`src/rtl/if_stage.sv`:
```
// Instruction-fetch stage: generates the PC and fetches over an sram-like port with one request
// in flight. It hands {inst, pc} to decode and redirects on decode's branch bus.
module if_stage #(
  parameter logic [31:0]  RESET_PC        = 32'h1c000000,
  localparam int unsigned BR_BUS_WD       = 33,
  localparam int unsigned FS_TO_DS_BUS_WD = 64
) (
  input  logic                       clk,
  input  logic                       reset,
  input  logic                       ds_allowin,
  input  logic [BR_BUS_WD-1:0]       br_bus,
  output logic                       fs_to_ds_valid,
  output logic [FS_TO_DS_BUS_WD-1:0] fs_to_ds_bus,
  output logic                       inst_sram_req,
  output logic                       inst_sram_wr,
  output logic [1:0]                 inst_sram_size,
  output logic [3:0]                 inst_sram_wstrb,
  output logic [31:0]                inst_sram_addr,
  output logic [31:0]                inst_sram_wdata,
  input  logic                       inst_sram_addr_ok,
  input  logic                       inst_sram_data_ok,
  input  logic [31:0]                inst_sram_rdata
);

  typedef enum logic [1:0] {S_REQ, S_WAIT, S_HOLD} state_t;

  state_t      state;
  logic [31:0] req_addr;
  logic [31:0] seq_pc;
  logic        br_pend;
  logic [31:0] br_pend_target;
  logic        br_seen;
  logic        stale;
  logic        cancel;
  logic [31:0] inst_r;
  logic [31:0] pc_r;

  logic        br_taken;
  logic [31:0] br_target;
  logic        br_ev;
  logic        handoff;
  logic [31:0] next_addr;

  assign {br_taken, br_target} = br_bus;

  // A held-stable branch redirects only once: br_seen masks it until it leaves decode.
  assign br_ev   = br_taken & ~br_seen;
  assign handoff = fs_to_ds_valid & ds_allowin;

  always_comb begin
    next_addr = seq_pc + 32'd4;
    if (br_ev) begin
      next_addr = br_target;
    end else if (br_pend) begin
      next_addr = br_pend_target;
    end
  end

  always_ff @(posedge clk) begin
    if (reset) begin
      state          <= S_REQ;
      req_addr       <= RESET_PC;
      seq_pc         <= RESET_PC - 32'd4;
      br_pend        <= 1'b0;
      br_pend_target <= 32'd0;
      br_seen        <= 1'b0;
      stale          <= 1'b0;
      cancel         <= 1'b0;
      inst_r         <= 32'd0;
      pc_r           <= 32'd0;
    end else begin
      if (br_ev) begin
        br_seen <= 1'b1;
      end else if (handoff || !br_taken) begin
        br_seen <= 1'b0;
      end

      case (state)
        S_REQ: begin
          if (inst_sram_addr_ok) begin
            state  <= S_WAIT;
            seq_pc <= req_addr;
            cancel <= stale | br_ev;
            stale  <= 1'b0;
            if (br_ev) begin
              br_pend        <= 1'b1;
              br_pend_target <= br_target;
            end
          end else if (br_ev) begin
            // The address must not move while unaccepted; redirect after the stale fetch.
            stale          <= 1'b1;
            br_pend        <= 1'b1;
            br_pend_target <= br_target;
          end
        end
        S_WAIT: begin
          if (inst_sram_data_ok) begin
            if (cancel || br_ev) begin
              state    <= S_REQ;
              req_addr <= next_addr;
              br_pend  <= 1'b0;
              cancel   <= 1'b0;
            end else begin
              state  <= S_HOLD;
              inst_r <= inst_sram_rdata;
              pc_r   <= seq_pc;
            end
          end else if (br_ev) begin
            cancel         <= 1'b1;
            br_pend        <= 1'b1;
            br_pend_target <= br_target;
          end
        end
        S_HOLD: begin
          if (br_ev || handoff) begin
            state    <= S_REQ;
            req_addr <= next_addr;
            br_pend  <= 1'b0;
          end
        end
        default: state <= S_REQ;
      endcase
    end
  end

  assign fs_to_ds_valid  = (state == S_HOLD) & ~br_ev;
  assign fs_to_ds_bus    = {inst_r, pc_r};
  assign inst_sram_req   = (state == S_REQ) & ~reset;
  assign inst_sram_addr  = req_addr;
  assign inst_sram_wr    = 1'b0;
  assign inst_sram_size  = 2'd2;
  assign inst_sram_wstrb = 4'd0;
  assign inst_sram_wdata = 32'd0;

endmodule

```
`config.mk`:
```
export PLATFORM = sky130hd
export DESIGN_NAME = if_stage
export DESIGN_NICKNAME = d
export VERILOG_FILES = /design/src/rtl/if_stage.sv
export SDC_FILE = /design/constraint.sdc
export NUM_CORES = 1
export LEC_CHECK = 0
export ABC_AREA = 1
export BUFFER_PORTS_ARGS = -buffer_cell sky130_fd_sc_hd__buf_2
export CORE_MARGIN = 3
export CORE_UTILIZATION = 57
export CTS_CLUSTER_DIAMETER = 40
export CTS_CLUSTER_SIZE = 16
export DETAILED_ROUTE_END_ITERATION = 12
export MAX_ROUTING_LAYER = met4
export PLACE_DENSITY = 0.86
export SYNTH_ARGS = -nofsm -noshare
export SYNTH_HDL_FRONTEND = slang
export SYNTH_SLANG_ARGS = --single-unit
```
`constraint.sdc`:
```
create_clock -name clk -period 3.5 [get_ports clk]
set_clock_uncertainty 0.1 [all_clocks]
set_input_delay 0.175 -clock clk [delete_from_list [all_inputs] [get_ports clk]]
set_output_delay 0.175 -clock clk [all_outputs]
set_load 0.01 [all_outputs]
```
# After elaboration in Yosys (flattened, before gate mapping)
# Cells that the tools add are included.
# word_totals
out_inout_bits	137
romBits	0
latch_bits	0
n_memories	0
in_bits	70
register_bits	166
mem_bits_rw	0
# op_classes
mux	26
shift	0
mul	0
n_div	0
n_bitwise	9
addsub	1
order_cmp	0
n_eq_ne	9
n_reduce_logical	18
# op_table
operator	n
$mux W32	7
$pmux W32 S2	2
$add A32 B3 Y32 const B	1
$mux W1	10
$ne A2 B2 Y1 const B	5
$reduce_and A3 Y1	3
$mux W2	4
$reduce_and A4 Y1	2
$reduce_bool A2 Y1	4
$ne A3 B3 Y1 const B	2
$pmux W2 S3	1
$reduce_and A2 Y1	3
$and A1 B1 Y1	4
$not A1 Y1	4
$logic_or A1 B1 Y1	3
$pmux W1 S3	1
$reduce_bool A3 Y1	1
$eq A2 B1 Y1 const B	1
$eq A2 B2 Y1 const B	1
$logic_not A2 Y1	1
$pmux W1 S2	1
$logic_not A1 Y1	1
$or A1 B1 Y1	1

# Logic depth before layout (Yosys ltp)
# Gate-level depths: netlist (run 1).
# logic_depth
word_depth	8
mapped_depth	12
ltp_nobuf	12

# Worst setup path after synthesis (run 1)
# Ideal clock, no wire load.
# synth_path
path_kind	reg2reg
startpoint	reg state[0]
endpoint	reg req_addr[18] (netlist: inst_sram_addr[18])
arrival_time_ns	1.428
setup_slack_ns	1.849
period_less_slack_ns	1.651
required_ns	3.278
setup_time_ns	0.122
path_stages_with_launch	12
cell_sequence	dfxtp_1 -> inv_1 -> ha_1 -> inv_1 -> nor2_2 -> nand2_1 -> nand2_2 -> nor2_8 -> inv_4 -> buf_2 -> a21oi_1 -> a21oi_1
# synth_between
elab_chain_len	6
# synth_lines
item	line_no	rtl
from (decl)	27	state_t state;
from (signal assigned)	61	state <= S_REQ;
from (signal assigned)	81	state <= S_WAIT;
from (signal assigned)	99	state <= S_REQ;
$eq A2 B2 Y1	126	assign fs_to_ds_valid = (state == S_HOLD) & ~br_ev;
$and A1 B1 Y1	126	
via fs_to_ds_valid	12	output logic fs_to_ds_valid,
$and A1 B1 Y1	48	assign handoff = fs_to_ds_valid & ds_allowin;
$logic_or A1 B1 Y1	115	if (br_ev || handoff) begin
$ne A2 B2 Y1 (no source line)	--	
$reduce_and A4 Y1 (no source line)	--	
to (signal assigned)	100	req_addr <= next_addr;
to (signal assigned)	117	req_addr <= next_addr;
to (decl)	28	logic [31:0] req_addr;
# The timed path passes the listed nets, and every way through them passes these cells.
# A chain may end at the register's enable or synchronous reset.

# Worst setup path in the final report (run 1)
# layout_path
startpoint	in br_bus[32]
endpoint	reg req_addr[20] (netlist: inst_sram_addr[20])
# layout_between
elab_chain_len	7
# layout_lines
item	line_no	rtl
from (decl)	11	input logic [BR_BUS_WD-1:0] br_bus,
$and A1 B1 Y1 (*)	47	assign br_ev = br_taken & ~br_seen;
$not A1 Y1	126	
$and A1 B1 Y1	126	
$and A1 B1 Y1	48	
$logic_or A1 B1 Y1	115	
$ne A2 B2 Y1 (no source line)	--	
$reduce_and A4 Y1 (no source line)	--	
# Every way passes the cells marked *; elsewhere a longest branch is shown, timed or not. The select of a mux whose other input is x is not followed.

==> results of run 1 <==
==> path summary, 6_finish.rpt <==
path,startpoint,end,slack [ns],cells after the start
setup / recovery,br_bus[32],inst_sram_addr[20],1.12,12
hold reg to reg,pc_r[22],pc_r[22],0.34,2
setup reg to reg,br_seen,inst_sram_addr[20],1.18,10
hold / removal,inst_sram_addr_ok,state[0],0.13,5
==> worst max-delay path: cells and delay by family <==
family | cells | cell delay [ns]
compound gates | 1 | 0.07
buf+inv | 5 | 1.57
simple gates | 6 | 0.72
==> report_power, final <==
group          switching (mW)  leakage (nW)  internal (mW)
Clock                   0.725         0.303           1.22
Combinational            1.96          2.75           1.01
Sequential              0.424          1.36           2.37
==> flip-flops by register name (all words and copies together) (netlist names) <==
name            flops
stale               1
pc_r               32
inst_r             32
seq_pc             32
br_pend_target     32
cancel              1
inst_sram_addr     32
state               2
br_pend             1
br_seen             1
==> routing by layer <==
| metal | vias to the layer above | part of all wire, % | wire length, um | track usage (%) |
|---|---|---|---|---|
| met1 | 3485 | 42 | 9279 | 39.28 |
| li1 | 3815 | - | - | - |
| met5 | - | 0 | 0 | - |
| met4 | 0 | 1.7 | 365 | 8.747 |
| met2 | 439 | 45 | 9750 | 45.06 |
| met3 | 41 | 11 | 2475 | 6.871 |
==> layout by cell type, fill, tap and decap left out, drive strengths merged <==
| cell | count |
|---|---|
| a21oi | 158 |
| a31oi | 1 |
| a41oi | 1 |
| and2 | 2 |
| buf | 176 |
| bufinv | 3 |
| clkbuf | 25 |
| clkinv | 3 |
| clkinvlp | 1 |
| conb | 39 |
| dfxtp | 166 |
| dlygate4sd3 | 66 |
| ha | 6 |
| inv | 117 |
| nand2 | 205 |
| nand3 | 69 |
| nand3b | 2 |
| nand4 | 5 |
| nor2 | 76 |
| nor3 | 2 |
| o211ai | 22 |
| o21ai | 124 |
| o21bai | 1 |
| o221ai | 1 |
| o22ai | 1 |
| or2 | 2 |
| xnor2 | 4 |
| xor2 | 4 |
==> cell families (layout without fill, tap and decap cells) <==
group / after synthesis / after routing / share of synthesized area [%]
AOI/OAI and AO/OA: 309 / 309 / 21.00
DFF: 166 / 166 / 43.23
xor gates and xnor gates: 8 / 8 / 0.9114
buffers and inverters: 221 / 391 / 13.20
adders and majority gates: 6 / 6 / 0.9765
and+or+nand+nor: 363 / 363 / 20.59
other: 2 / 39 / 0.09769
==> area by class of cell <==
| class | count | area (um2) | area share [%] |
|---|---|---|---|
| well taps | 172 | 215.2 | 2.220 |
| clock buffers | 25 | 505.5 | 5.216 |
| flip-flops and latches | 166 | 3323 | 34.29 |
| multi-input cells | 725 | 3488 | 35.99 |
| clock inverters | 7 | 116.4 | 1.201 |
| repair buffers | 242 | 1602 | 16.52 |
| inverters | 117 | 441.7 | 4.557 |
==> metrics by stage <==
| stage | utilization, % | instance area [um2] |
|---|---|---|
| 6_report | 75.27 | 9692 |
| 5_1_grt | 75.27 | 9692 |
| 4_1_cts | 75.27 | 9692 |
| 3_5_place_dp | 65.31 | 8409 |
| 3_3_place_gp | 65.31 | 8409 |
| 2_1_floorplan | - | 7826 |
==> timing repair <==
item	CTS	global route
setup endpoints to repair	0	0
hold endpoints to repair	82	0
hold buffers	66	0
==> flow_summary_export.csv, run 1 <==
group,metric,value,unit
clocking,clock-sinks,166,
floorplanning,dieWidth,122.1,um
timing,hold_ws,0.1296,ns
synth,ys_types,35,
route,wl,21.87,mm
worst_setup_path,cp_max_fo,42,
timing,relSlewSlack,50.63,%
layout,synthToLayoutAreaGrowth,26.07,%
timing,worst_pin_slew,0.7395,ns
place,dp_slack,1.275,ns
route,viasPerCell,5.351,
run_status,status,"completed",
synth,synthCells,1075,
power,peakVddDrop,0.5875,mV
synth,ys_ff_latch,166,
clocking,post_cts_resized,0,
place,hpwl,13.64,mm
clocking,path_clk_slew,0.06,ns
layout,drive_above_1_share,18.17,%
floorplanning,die_y,122.1,um
synth,ys_warn_count,0,
global_route,grt_usage,29.52,%
clocking,cts-root-buf,"clkbuf_16",
timing,tns,0,ns
timing,fmax,420.3,MHz
route,antenna_left,0,
global_route,gr-total-overflow,0,
power,p_total,7.705,mW
layout,layout.cells.non_filler,1454,
synth,synth_commonest_cells,"nand2_1 (200), dfxtp_1 (166), a21oi_1 (158)",
power,power_density,795.0,mW/mm2
synth,synth_top_area_share,43.23,%
synth,synth_edf_count,0,
timing,period_share,67.97,%
worst_setup_path,critPathCaptureType,"flop",
power,p_leak,4.417,nW
layout,fillers,985,
layout,diodes,0,
floorplanning,ios,207,
synth,ys_seq_area_share,43.23,%
floorplanning,die-area,0.01492,mm2
worst_setup_path,crit_required,3.68,ns
route,drc,0,
timing,rsz0062_at_grt,"false",
place,post-place-cells,1356,
layout,nets,1345,
route,dr.first_iter.drc_count,849,
route,wl_per_cell,15.04,um
synth,synth-async-reset-ratio,0,%
synth,synth.most_common_cell,"nand2_1",
global_route,grt_pass1_vias,6823,
synth,postSynthAreaPerCell,7.151,um2
floorplanning,core,0.01288,mm2
route,dr_total_vias,7780,
global_route,grt_max_degree,135,
clocking,insertion_delay,0.43,ns
run,maxCapViolations,0,
worst_setup_path,cpPeakStageDelay,0.53,ns
place,place.port_buffers,167,
timing,fin_crit,2.379,ns
worst_setup_path,crit_path_frequent_cell,"inv_2",
synth,synth_top_area_cell,"dfxtp_1",
clocking,cts-buffers-inserted,17,
timing,hold_viol,0,
clocking,clk_path_buf_depth,2,
timing,fin_ws,1.121,ns
timing,setup_viol,0,
clocking,cts_tree,"yes",
clocking,cts_setup_buffers,0,
floorplanning,rows,41,
worst_setup_path,critPathLaunchType,"input port",
global_route,grt_pass1_wl,34.05,mm
worst_setup_path,cp.arrival,2.56,ns
worst_setup_path,critPathKind,"in -> reg",
synth,netlist_area,0.007687,mm2
min_path,hold_class,"in -> reg",
floorplanning,start_util,59.70,%
route,dr.pass1.iters,5,
worst_setup_path,path_cells,"dlygate4sd3_1 -> buf_2 -> inv_2 -> nor2_4 -> inv_2 -> nand3_1 -> nand2_2 -> nor2_8 -> inv_4 -> nor2_1 -> nand2_1 -> a21oi_1",
synth,ys.flop_type,"dfxtp_1",
clocking,htreeDepth,4,
place,place_congestion,0.9645,
worst_setup_path,slowest_stage,"dlygate4sd3_1",
timing,finalMaxSlewViolations,0,
synth,ys_top_cells_by_area,"dfxtp_1 (43%), a21oi_1 (10%), nand2_1 (9.8%)",
global_route,antenna_found_initial,0,
Power figures use the tool's default switching activity.
==> inputs of run 2 (changes only) <==
Settings changed: ABC_AREA 1 to 0, CORE_UTILIZATION 57 to 52, PLACE_DENSITY 0.86 to 0.8.
Clock period 3.5 ns to 2.4 ns, I/O delays scaled along.
==> flow_summary_export.csv, run 2 <==
group,metric,value,unit
worst_setup_path,cp_max_fo,5,
synth,synth_top_area_cell,"dfxtp_1",
layout,synthToLayoutAreaGrowth,33.44,%
place,placed_area,0.008320,mm2
floorplanning,start_util,54.33,%
clocking,insertion_delay,0.43,ns
route,antenna_left,0,
timing,hold_ws,0.1135,ns
place,post-place-cells,1269,
layout,drive_above_1_share,21.44,%
floorplanning,die_y,124.8,um
layout,nets,1271,
layout,utilization,72.49,%
synth,ys_top_cells_by_area,"dfxtp_1 (45%), nand2_1 (14%), a21oi_1 (8.9%)",
route,wl,23.08,mm
power,peakVddDrop,0.4934,mV
synth,ys_warn_count,0,
timing,finalMaxSlewViolations,0,
clocking,cts-root-buf,"clkbuf_16",
clocking,cts_tree,"yes",
synth,ys_ff_latch,166,
floorplanning,rows,42,
layout,layout.cells.non_filler,1384,
synth,ys_types,49,
floorplanning,ios,207,
global_route,antenna_found_initial,0,
layout,mostFrequentLayoutCells,"nand2_1 (282), dfxtp_1 (166), buf_2 (166)",
run_status,status,"completed",
global_route,grt_max_degree,65,
clocking,clk_path_buf_depth,2,
synth,synth-async-reset-ratio,0,%
worst_setup_path,critPathKind,"reg -> reg",
floorplanning,dieWidth,124.8,um
timing,fin_crit,2.270,ns
power,p_total,8.607,mW
synth,synth_top_area_share,45.29,%
route,viasPerCell,5.640,
synth,synth.most_common_cell,"nand2_1",
place,hpwl,13.95,mm
floorplanning,core,0.01351,mm2
clocking,htreeDepth,4,
min_path,hold_class,"in -> reg",
synth,netlist_area,0.007337,mm2
route,wl_met1,9.420,mm
global_route,gr-total-overflow,0,
worst_setup_path,cp.arrival,2.52,ns
layout,final_common_cell,"nand2_1",
place,dp_slack,0.003173,ns
worst_setup_path,crit_required,2.65,ns
route,wl_per_cell,16.68,um
global_route,grt_pass1_vias,7231,
route,dr.pass1.iters,5,
place,place_congestion,1.012,
route,drc,0,
worst_setup_path,critPathLaunchType,"flop",
route,wl_met2,10.63,mm
timing,relSlewSlack,25.75,%
timing,rsz0062_at_grt,"true",
global_route,grt_usage,29.31,%
timing,fmax,440.5,MHz
timing,hold_viol,0,
route,met3_length,2.258,mm
clocking,cts-buffers-inserted,17,
route,top_layer_used,"met4",
timing,setup_viol,0,
synth,ys_seq_area_share,45.29,%
synth,synth_edf_count,0,
timing,worst_pin_slew,1.110,ns
clocking,path_clk_slew,0.06,ns
timing,fin_ws,0.1301,ns
clocking,clock-sinks,166,
power,p_leak,4.237,nW
power,power_density,879.1,mW/mm2
global_route,grt_pass1_wl,36.41,mm
timing,period_share,94.58,%
floorplanning,die-area,0.01557,mm2
layout,diodes,0,
timing,tns,0,ns
synth,postSynthAreaPerCell,7.627,um2
place,place.port_buffers,167,
run,maxCapViolations,0,
layout,design_area,0.009791,mm2
route,dr_total_vias,7806,
synth,synthCells,962,
synth,ys.flop_type,"dfxtp_1",
route,dr.first_iter.drc_count,1039,
synth,synth_commonest_cells,"nand2_1 (282), dfxtp_1 (166), a21oi_1 (131)",
worst_setup_path,critPathCaptureType,"flop",
-- run 2: what timing repair did --
item                       4_1_cts  5_1_grt
pin swaps                        0        1
hold endpoints to repair        94        0
hold buffers                    78        0
setup endpoints to repair        1       14
gates cloned                     0        2
resized for setup                1        8
buffers inserted                 0        3
-- run 2: routing by layer --
layer / track usage (%) / vias up
li1: - / 3663
met1: 37.91 / 3592
met2: 44.31 / 481
met3: 5.875 / 70
met4: 13.54 / 0
met5: - / -
-- run 2: worst paths after layout --
check,cells after the start,end,start,slack (ns)
worst min register to register,2,br_pend_target[15],br_pend_target[15],0.35
worst max-delay path,5,inst_sram_addr[19],seq_pc[10],0.13
worst max register to register,5,inst_sram_addr[19],seq_pc[10],0.13
worst min-delay path,4,cancel,inst_sram_data_ok,0.11
-- run 2: cell type report --
cell class,count,area [um2]
fill,1025,3715
multi-input combinational,708,3588
sequential,166,3323
timing repair buffer,291,2014
clock buffer,22,484.2
tap,176,220.2
clock inverter,10,118.9
inverter,11,41.29
-- run 2: worst max-delay path, cell delays in order (launching register included) --
cell      delay (ns)
dfxtp_1         0.41
nand4_1         0.21
or4_1           0.59
or4_1           0.51
and3_1          0.19
a211oi_2        0.19
-- run 2: logic make-up after synthesis --
| family | Yosys count | share of synthesized area [%] |
|---|---|---|
| buffers and inverters | 125 | 8.493 |
| XOR/XNOR | 14 | 1.671 |
| other | 2 | 0.1024 |
| adder cells (fa/ha/maj) | 6 | 1.023 |
| AND/OR/NAND/NOR | 412 | 24.25 |
| AO/OA/AOI/OAI | 229 | 18.08 |
| flip-flops | 166 | 45.29 |
| multiplexers | 8 | 1.091 |
-- run 2: where the power goes --
part	switching [mW]	total (mW)	internal (mW)
clock	1.13	2.78	1.65
combinational	1.40	2.35	0.957
sequential	0.347	3.48	3.13
total	2.87	8.61	5.74
==> inputs of run 3 (changes only) <==
Settings changed: BUFFER_PORTS_ARGS -buffer_cell sky130_fd_sc_hd__buf_2 to -buffer_cell sky130_fd_sc_hd__buf_4, CELL_PAD_IN_SITES_DETAIL_PLACEMENT from default to 1, CELL_PAD_IN_SITES_GLOBAL_PLACEMENT from default to 1, CORE_UTILIZATION 52 to 37, PLACE_DENSITY 0.8 to 0.79.
==> flow_summary_export.csv, run 3 (same netlist as run 2, synthesis figures left out) <==
group,metric,value,unit
clocking,cts-root-buf,"clkbuf_16",
timing,relSlewSlack,52.49,%
layout,regArea,0.003323,mm2
layout,nets,1265,
timing,worst_pin_slew,0.7127,ns
global_route,gr-total-overflow,0,
clocking,path_clk_slew,0.06,ns
power,peakVddDrop,0.5730,mV
layout,final_common_cell,"nand2_1",
min_path,hold_class,"in -> reg",
worst_setup_path,critPathKind,"reg -> reg",
layout,diodes,0,
route,antenna_left,0,
clocking,insertion_delay,0.43,ns
clocking,cts_tree,"yes",
layout,layout.cells.non_filler,1462,
clocking,cts-buffers-inserted,17,
global_route,grt_pass1_wl,42.82,mm
worst_setup_path,crit_required,2.65,ns
route,wl,27.34,mm
worst_setup_path,cpPeakStageDelay,0.59,ns
timing,finalMaxSlewViolations,0,
floorplanning,core,0.01908,mm2
floorplanning,dieWidth,146.8,um
floorplanning,ios,207,
timing,period_share,96.56,%
global_route,grt_max_degree,65,
floorplanning,die_y,146.8,um
power,power_density,869.1,mW/mm2
timing,hold_viol,0,
global_route,grt_pass1_vias,7666,
power,p_leak,4.232,nW
worst_setup_path,cp_max_fo,6,
layout,synthToLayoutAreaGrowth,38.54,%
floorplanning,die-area,0.02156,mm2
timing,setup_viol,0,
route,dr.pass1.iters,5,
layout,mostFrequentLayoutCells,"nand2_1 (282), buf_4 (216), dfxtp_1 (166)",
clocking,clock-sinks,166,
global_route,antenna_found_initial,0,
worst_setup_path,cp.arrival,2.57,ns
route,wl_per_cell,18.70,um
place,post-place-cells,1357,
worst_setup_path,critPathLaunchType,"flop",
timing,fmax,431.5,MHz
run,maxCapViolations,0,
timing,fin_crit,2.317,ns
route,viasPerCell,5.250,
layout,multi_input_area,0.003567,mm2
run_status,status,"completed",
layout,drive_above_1_share,21.88,%
route,drc,0,
route,dr_total_vias,7675,
worst_setup_path,critPathCaptureType,"flop",
floorplanning,rows,50,
place,placed_area,0.008846,mm2
floorplanning,start_util,38.45,%
layout,utilization,53.27,%
worst_setup_path,path_buf_inv,0,
global_route,grt_usage,25.70,%
worst_setup_path,critPathTopFamily,"simple AND/OR/NAND/NOR gates",
place,place_congestion,0.8825,
clocking,clk_path_buf_depth,2,
clocking,htreeDepth,4,
place,hpwl,17.43,mm
place,place.port_buffers,167,
worst_setup_path,path_cells,"nand4_2 -> or4_4 -> or4_1 -> and3_1 -> a211oi_2",
worst_setup_path,slowest_stage,"or4_4",
layout,fillers,2394,
route,dr.first_iter.drc_count,640,
power,p_total,8.835,mW
layout,design_area,0.01016,mm2
-- run 3: report_power, final --
group          total (mW)  switching (mW)  internal, mW  leakage, nW
clock                2.75            1.17          1.58        0.282
sequential           3.50           0.372          3.13         1.36
combinational        2.58            1.48          1.10         2.59
-- run 3: final timing paths --
| path | startpoint | cells past startpoint | endpoint | slack (ns) |
|---|---|---|---|---|
| worst max-delay path | seq_pc[6] | 5 | inst_sram_addr[19] | 0.08 |
| worst min-delay path | inst_sram_data_ok | 4 | cancel | 0.05 |
| worst max register to register | seq_pc[6] | 5 | inst_sram_addr[19] | 0.08 |
| worst min register to register | inst_r[30] | 2 | inst_r[30] | 0.35 |
-- run 3: metal layers --
metal,track usage [%],routed length (um)
met5,-,0
met4,9.548,848
met3,3.270,1418
met2,42.66,13490
met1,32.14,11580
-- run 3: cell type report --
type / instances / share of cell area (%)
Clock inverter: 12 / 1.268
Timing Repair Buffer: 285 / 22.85
Clock buffer: 20 / 4.493
Multi-Input combinational cell: 708 / 35.09
Inverter: 11 / 0.4062
Sequential cell: 166 / 32.69
Tap cell: 260 / 3.200
-- run 3: repair_timing --
action,4_1_cts,5_1_grt
gates resized for setup,0,5
endpoints found under the setup margin,1,20
hold endpoints to repair,92,0
hold buffers,68,0
pin swaps,1,2
setup buffers,0,5
-- run 3: per-stage QoR --
| stage | hold slack (ns) | setup TNS, ns | setup slack (ns) |
|---|---|---|---|
| global placement | 0.2658 | 0 | 0.1457 |
| finish | 0.05466 | 0 | 0.08263 |
| CTS | 0.03883 | 0 | 0.007886 |
| detailed placement | 0.2788 | 0 | 0.05826 |
| floorplan | 0.1560 | 0 | 0.1814 |
| global route | 0.05129 | -0.006652 | -0.006652 |
-- run 3: worst register-to-register path, stage by stage, from the launching register on --
cell and delay [ns]:
dfxtp_1 0.43, nand4_2 0.21, or4_4 0.60, or4_1 0.50
and3_1 0.19, a211oi_2 0.21
